**config.mk**
```make
export PLATFORM = sky130hd
export DESIGN_NAME = vga_timing_gen
export DESIGN_NICKNAME = d
export VERILOG_FILES = /design/src/rtl/vga_timing_pkg.sv /design/src/rtl/vga_pix_tick.sv /design/src/rtl/vga_timing_gen.sv
export SDC_FILE = /design/constraint.sdc
export NUM_CORES = 1
export LEC_CHECK = 0
export CAP_MARGIN = 15
export CORE_AREA = 4 4 63 65
export CTS_CLUSTER_DIAMETER = 100
export DETAILED_ROUTE_END_ITERATION = 10
export DIE_AREA = 0 0 67 69
export DONT_BUFFER_PORTS = 1
export PLACE_DENSITY = 0.61
export SETUP_SLACK_MARGIN = 0.02
export SKIP_CTS_REPAIR_TIMING = 1
export SYNTH_ARGS = -nofsm -noshare
export SYNTH_HDL_FRONTEND = slang
export SYNTH_HIERARCHICAL = 1
export SYNTH_SLANG_ARGS = --single-unit
```
**constraint.sdc**
```tcl
create_clock -name clk -period 2.8 [get_ports clk]
set_input_delay 0.28 -clock clk [delete_from_list [all_inputs] [get_ports clk]]
set_output_delay 0.28 -clock clk [all_outputs]
set_load 0.05 [all_outputs]
```
**src/rtl/vga_timing_pkg.sv**
```systemverilog
// Shared VGA timing constants, total derivation and the 10-bit coordinate type.
// Default values describe 640x480 at 60 Hz with a 25 MHz pixel rate.
package vga_timing_pkg;

    typedef logic [9:0] coord_t;

    localparam int DEF_H_VISIBLE = 640;
    localparam int DEF_H_FRONT   = 16;
    localparam int DEF_H_SYNC    = 96;
    localparam int DEF_H_BACK    = 48;

    localparam int DEF_V_VISIBLE = 480;
    localparam int DEF_V_FRONT   = 10;
    localparam int DEF_V_SYNC    = 2;
    localparam int DEF_V_BACK    = 33;

    function automatic int axis_total(input int visible, input int front,
                                      input int sync, input int back);
        return visible + front + sync + back;
    endfunction

    localparam int DEF_H_TOTAL = axis_total(DEF_H_VISIBLE, DEF_H_FRONT, DEF_H_SYNC, DEF_H_BACK);
    localparam int DEF_V_TOTAL = axis_total(DEF_V_VISIBLE, DEF_V_FRONT, DEF_V_SYNC, DEF_V_BACK);

    // Converts an integer boundary to the 10-bit compare domain.
    function automatic coord_t to_coord(input int value);
        return coord_t'(value);
    endfunction

endpackage

```
**src/rtl/vga_pix_tick.sv**
```systemverilog
// Pixel-rate enable. With VGA_PIXDIV2_EN defined the 50 MHz clk is halved;
// otherwise clk is already the pixel clock and the tick is high whenever reset is low.
module vga_pix_tick (
`ifdef VGA_PIXDIV2_EN
    input  logic clk,
`endif
    input  logic reset,
    output logic tick
);

`ifdef VGA_PIXDIV2_EN
    logic div_q;

    // Cleared in reset, so the first high phase lands on the second clk after release.
    always_ff @(posedge clk or posedge reset) begin
        if (reset) begin
            div_q <= 1'b0;
        end else begin
            div_q <= ~div_q;
        end
    end

    assign tick = div_q;
`else
    assign tick = ~reset;
`endif

endmodule

```
**src/rtl/vga_timing_gen.sv**
```systemverilog
// VGA raster counters with registered sync/blank/frame decode.
// Optional build macro VGA_PIXDIV2_EN selects a 50 MHz clk divided by two.
module vga_timing_gen
    import vga_timing_pkg::*;
#(
    parameter int H_VISIBLE = DEF_H_VISIBLE,
    parameter int H_FRONT   = DEF_H_FRONT,
    parameter int H_SYNC    = DEF_H_SYNC,
    parameter int H_BACK    = DEF_H_BACK,
    parameter int V_VISIBLE = DEF_V_VISIBLE,
    parameter int V_FRONT   = DEF_V_FRONT,
    parameter int V_SYNC    = DEF_V_SYNC,
    parameter int V_BACK    = DEF_V_BACK
) (
    input  logic       clk,
    input  logic       reset,
    output logic [9:0] HCounter,
    output logic [9:0] VCounter,
    output logic       hSync,
    output logic       vSync,
    output logic       videoOn,
    output logic       pixTick,
    output logic       frameStart
);

    localparam int H_TOTAL = axis_total(H_VISIBLE, H_FRONT, H_SYNC, H_BACK);
    localparam int V_TOTAL = axis_total(V_VISIBLE, V_FRONT, V_SYNC, V_BACK);

    localparam coord_t H_LAST   = to_coord(H_TOTAL - 1);
    localparam coord_t V_LAST   = to_coord(V_TOTAL - 1);
    localparam coord_t H_VIS    = to_coord(H_VISIBLE);
    localparam coord_t V_VIS    = to_coord(V_VISIBLE);
    localparam coord_t HS_START = to_coord(H_VISIBLE + H_FRONT);
    localparam coord_t HS_END   = to_coord(H_VISIBLE + H_FRONT + H_SYNC);
    localparam coord_t VS_START = to_coord(V_VISIBLE + V_FRONT);
    localparam coord_t VS_END   = to_coord(V_VISIBLE + V_FRONT + V_SYNC);

    coord_t h_q;
    coord_t v_q;
    coord_t h_next;
    coord_t v_next;
    logic   hsync_q;
    logic   vsync_q;
    logic   video_q;
    logic   frame_q;
    logic   tick;

    vga_pix_tick u_pix_tick (
`ifdef VGA_PIXDIV2_EN
        .clk   (clk),
`endif
        .reset (reset),
        .tick  (tick)
    );

    // Position the counters move to on the next tick; >= keeps them in range
    // even if a parameter change ever leaves a stale value above the last index.
    always_comb begin
        h_next = h_q + coord_t'(1);
        v_next = v_q;
        if (h_q >= H_LAST) begin
            h_next = '0;
            if (v_q >= V_LAST) begin
                v_next = '0;
            end else begin
                v_next = v_q + coord_t'(1);
            end
        end
    end

    // Decode from the next position so flags and counters change on the same edge.
    always_ff @(posedge clk or posedge reset) begin
        if (reset) begin
            h_q     <= '0;
            v_q     <= '0;
            hsync_q <= 1'b1;
            vsync_q <= 1'b1;
            video_q <= 1'b0;
            frame_q <= 1'b0;
        end else if (tick) begin
            h_q     <= h_next;
            v_q     <= v_next;
            hsync_q <= !((h_next >= HS_START) && (h_next < HS_END));
            vsync_q <= !((v_next >= VS_START) && (v_next < VS_END));
            video_q <= (h_next < H_VIS) && (v_next < V_VIS);
            frame_q <= (h_next == '0) && (v_next == '0);
        end
    end

    assign HCounter   = h_q;
    assign VCounter   = v_q;
    assign hSync      = hsync_q;
    assign vSync      = vsync_q;
    assign videoOn    = video_q;
    assign frameStart = frame_q;
    assign pixTick    = tick;

endmodule

```
Yosys cells after proc, flatten, opt, wreduce, memory -nomap -nowiden --
Cells that the tools add are included.
Storage, ports and cells: bits in registers 24, input port bits 2, output and inout port bits 25, word-level logic and storage cells 28
Operators by class: add/subtract/negate cells 2, order comparisons 8, mux-type cells 3, bitwise logic cells 1, reduce and logical (&&, ||, !) cells 8
Operators with widths (number):
- greater-or-equal comparator 10 bit (second input constant) | 3
- two-way mux 10 bit | 3
- adder 10 x 1 -> 10 bit (second input constant) | 2
- zero test 10 bit | 2
- less-than comparator 10 bit (second input constant) | 2
- less-than comparator 10 x 9 -> 1 bit (second input constant) | 2
- greater-or-equal comparator 10 x 9 -> 1 bit (second input constant) | 1
- logical AND 1 bit | 4
- zero test 1 bit | 2
- NOT 1 bit | 1

Depth between registers and ports, before layout --
depth in word-level cells 6, depth in mapped cells 9, gate-level depth less buffers 7

Hierarchy --
Netlist, hierarchy kept.
Modules (own cells, without submodules):
- vga_timing_gen | times used 1, cells an instance 200, area an instance 1645.3 µm², seq. area each 603.1 µm²
- vga_pix_tick | times used 1, cells an instance 1, area an instance 3.8 µm², seq. area each 0.0 µm²

Least setup slack after synthesis --
OpenSTA, ideal clock, no wires.
kind register -> register, start point register h_q[1], in the netlist HCounter[1], end point register frame_q, in the netlist frameStart, library setup time 110 ps, arrival 2439 ps, path slack 251 ps, cell stages (with the launch flop) 8, buffers on the path 1, period minus slack after synthesis 2549 ps, cells stage by stage dfrtp_1 ha_1 nand4_1 a21oi_1 buf_2 o21ai_0 a211o_1 o41ai_1
Between the ends: cells in the longest elaborated chain, start to end 4
RTL lines:
- start: declaration | line vga_timing_gen.sv:38 | coord_t h_q;
- start signal: assignment | line vga_timing_gen.sv:81 | h_q <= h_next;
- adder 10 x 1 -> 10 bit or greater-or-equal comparator 10 bit (tied branches) | line vga_timing_gen.sv:59, vga_timing_gen.sv:61
- two-way mux 10 bit | line vga_timing_gen.sv:61 | if (h_q >= H_LAST) begin
- zero test 10 bit | line vga_timing_gen.sv:86 | frame_q <= (h_next == '0) && (v_next == '0);
- logical AND 1 bit * | line vga_timing_gen.sv:86
- end signal: assignment | line vga_timing_gen.sv:86
- end: declaration | line vga_timing_gen.sv:45 | logic frame_q;
Mark *: on every way between the ends. The rest lies on a longest branch, timed or not. A chain may end at the register's enable or synchronous reset.

Final worst setup path --
start point register h_q[1], in the netlist HCounter[1], end point register video_q, in the netlist videoOn
Between the ends: cells in the longest elaborated chain, start to end 4
RTL lines:
- adder 10 x 1 -> 10 bit or greater-or-equal comparator 10 bit (tied branches) | line vga_timing_gen.sv:59, vga_timing_gen.sv:61
- two-way mux 10 bit | line vga_timing_gen.sv:61
- less-than comparator 10 bit or less-than comparator 10 x 9 -> 1 bit (tied branches) | line vga_timing_gen.sv:85 | video_q <= (h_next < H_VIS) && (v_next < V_VIS);
- logical AND 1 bit * | line vga_timing_gen.sv:85
- end signal: assignment | line vga_timing_gen.sv:85
- end: declaration | line vga_timing_gen.sv:44 | logic video_q;
Marked as above.

==> flow_summary.json <==
{
  "status": "completed",
  "pin_count": 27,
  "cp-start-kind": "flop",
  "post-route-period-util_pct": 90.6,
  "r2r_slack_ns": 0.26,
  "fin_worst_skew_ns": 0.00823,
  "wl_per_cell_um": 16.7,
  "slew_viol_final": 0,
  "numClockSinks": 24,
  "syn_nets": 206,
  "rsz0062_at_grt": "no",
  "hold_class": "primary input to async pin",
  "synth_seq_cells": 24,
  "grt_pass1_vias": 1503,
  "routabilityCongestion": 0.876,
  "dr_wl_met3_um": 287,
  "cp-startpoint": "HCounter[1]$_DFFE_PP0P_",
  "ant_nets": 0,
  "ys_warn_count": 6,
  "muxShareOfSynthArea_pct": 1.37,
  "synth_top_area_cell": "dfrtp_1",
  "cp_max_fo": 13,
  "seq_area_um2": 603,
  "clock.fmax_mhz": 394,
  "tightest_slew_ns": 0.958,
  "wl_met2_um": 2180,
  "seq_area_frac_synth_pct": 36.6,
  "antenna_found_initial": 0,
  "clock_latency_ns": 0.31,
  "synth_area_leaders": "dfrtp_1 (33%), o21ai_0 (7.6%), nor2_1 (4.8%)",
  "finish.utilization_pct": 56.1,
  "reg2reg_from": "HCounter[1]$_DFFE_PP0P_",
  "synth_simple_gate_area_share_pct": 25.0,
  "clkTransAtPathRegs_ns": 0.14,
  "worstPathRequired_ns": 2.99,
  "clockBufferDepth": 2,
  "n_antenna_cell": 0,
  "cp.arrival_ns": 2.72,
  "cap_violations": 0,
  "chipWidth_um": 67,
  "root_buffer": "clkbuf_4",
  "drt-initial-drc-count": 92,
  "dr.pass1.iters": 5,
  "coreArea_um2": 3340,
  "track_usage_pct": 19.8,
  "synthAdderAreaFrac_pct": 2.28,
  "dp_hpwl_um": 3320,
  "setup_viol": 0,
  "avgViaCountPerCell": 6.14,
  "grt_first_pass_wirelength_um": 7260,
  "crit_end": "videoOn$_DFFE_PP0P_",
  "ctsHtreeMaxLevel": 1,
  "async_flop_share_pct": 100,
  "irDropWorstVdd_uv": 508,
  "yosysUniqueCellTypes": 51,
  "drc_errors": 0,
  "cts_tree": "built",
  "die_h_um": 69,
  "criticalPathCategory": "flop to flop",
  "netlist_area_um2": 1650,
  "start_util_pct": 49.4,
  "final_layout_size_suffix_gt1_share_pct": 18.2,
  "dieArea_um2": 4620,
  "period_needed_ns": 2.54,
  "area_growth_pct": 13.6,
  "end_kind": "flop",
  "io_buffers": 0,
  "nets": 226,
  "met1_length_um": 1870,
  "wirelength_um": 4450,
  "r2r.worst_path.cells": 8,
  "reg2reg_to": "videoOn$_DFFE_PP0P_",
  "yosysTopAreaCellShare_pct": 33.4,
  "fin_setup_tns_ns": 0,
  "power_density_nw_per_um2": 834,
  "p_leak_nw": 0.758,
  "hold_viol": 0,
  "rows": 21,
  "synth_top_family_by_area": "compound AO/OA/AOI/OAI gates",
  "yosys_most_used_dff": "dfrtp_1",
  "finalHoldWorstSlack_ns": 0.0540,
  "top_layer": "met4",
  "postSynthAreaPerCell_um2": 8.20,
  "vias": 1632,
  "grt-ovfl-total": 0,
  "synth_xor_area_share_pct": 2.12,
  "grt_max_degree": 26,
  "slew_headroom_pct": 36.1,
  "multi_input_area_um2": 943,
  "synthCells": 201,
  "synth_edf_count": 0,
  "numCtsBuffers": 3,
  "fillers": 306,
  "synth_compound_area_share_pct": 26.5
}
[power breakdown]
group	switching, W	internal (W)
clock	0.000107	0.0000794
combinational	0.000585	0.000270
sequential	0.0000988	0.000422
total	0.000791	0.000772
[per-layer routing]
| metal | vias to the layer above | global-route usage [%] |
|---|---|---|
| met5 | - | 0 |
| met4 | 0 | 8.11 |
| met3 | 12 | 3.90 |
| met2 | 58 | 31.3 |
| met1 | 777 | 25.8 |
| li1 | 785 | - |
[state kept, by name (all words and copies together) (netlist names)]
signal	cells
VCounter	10
HCounter	10
hSync	1
videoOn	1
frameStart	1
vSync	1
[area by class of cell]
cell class / instances / share of cell area [%]
Timing Repair Buffer: 25 / 10.0
Sequential cell: 24 / 32.2
Clock buffer: 4 / 1.94
Multi-Input combinational cell: 155 / 50.4
Inverter: 12 / 2.40
Tap cell: 46 / 3.07
[Yosys cell counts, types with 2 or more instances]
cell / instances
nand2b_1: 3
o311ai_0: 2
a31oi_1: 3
nand2_1: 15
buf_6: 2
nor2_1: 21
a21oi_1: 11
buf_2: 3
inv_1: 12
o31ai_1: 4
o21a_1: 2
clkbuf_1: 4
dfrtp_1: 22
o41ai_1: 2
and3_1: 2
ha_1: 3
nor3_1: 6
nand3_1: 13
nand4_1: 6
dfstp_2: 2
xnor2_1: 4
o21ai_0: 25
mux2_2: 2
or3_1: 4
a21o_1: 2
[logic make-up after synthesis]
kind of cell,count (synthesis)
AO/OA/AOI/OAI,65
XOR/XNOR,4
adder cells (fa/ha/maj),3
buffers and inverters,22
flip-flops,24
multiplexers,2
AND/OR/NAND/NOR,81
[through the flow]
step | setup slack [ns] | cells | area (um^2) | power (W)
after floorplan | 0.251 | 201 | 1650 | 0.00115
after global routing | 0.101 | 266 | 1870 | 0.00166
after global placement | 0.326 | 262 | 1840 | 0.00136
after detailed placement | 0.308 | 262 | 1840 | 0.00138
after CTS | 0.272 | 266 | 1870 | 0.00157
final | 0.264 | 266 | 1870 | 0.00156
[worst max-delay path, stage by stage (launching register included)]
cell     delay [ns]
dfrtp_1        0.38
ha_1           0.26
nand4_1        0.24
a21o_1         0.24
buf_4          0.18
or3_1          0.35
a21oi_1        0.13
nor4b_1        0.46
o32ai_1        0.16
[worst min-delay path by stage]
stage	end	cells after the start	from
final	HCounter[2]$_DFFE_PP0P_	1	reset
after global routing	VCounter[4]$_DFFE_PP0P_	1	reset
after CTS	VCounter[3]$_DFFE_PP0P_	1	reset
after detailed placement	videoOn$_DFFE_PP0P_	1	reset
after global placement	videoOn$_DFFE_PP0P_	1	reset
after floorplan	HCounter[0]$_DFFE_PP0P_	1	reset
[cell usage in the layout, fill, tap and decap left out, types with 2 or more instances in the layout]
cell       n
o21ai_0   25
buf_4     25
dfrtp_1   22
nor2_1    21
nand2_1   15
nand3_1   13
inv_1     12
a21oi_1   11
nand4_1    6
nor3_1     6
o31ai_1    4
xnor2_1    4
or3_1      4
nand2b_1   3
a31oi_1    3
ha_1       3
clkbuf_4   3
a21o_1     2
and3_1     2
mux2_2     2
o41ai_1    2
o311ai_0   2
o21a_1     2
dfstp_2    2
Power figures use the tool's default switching activity.
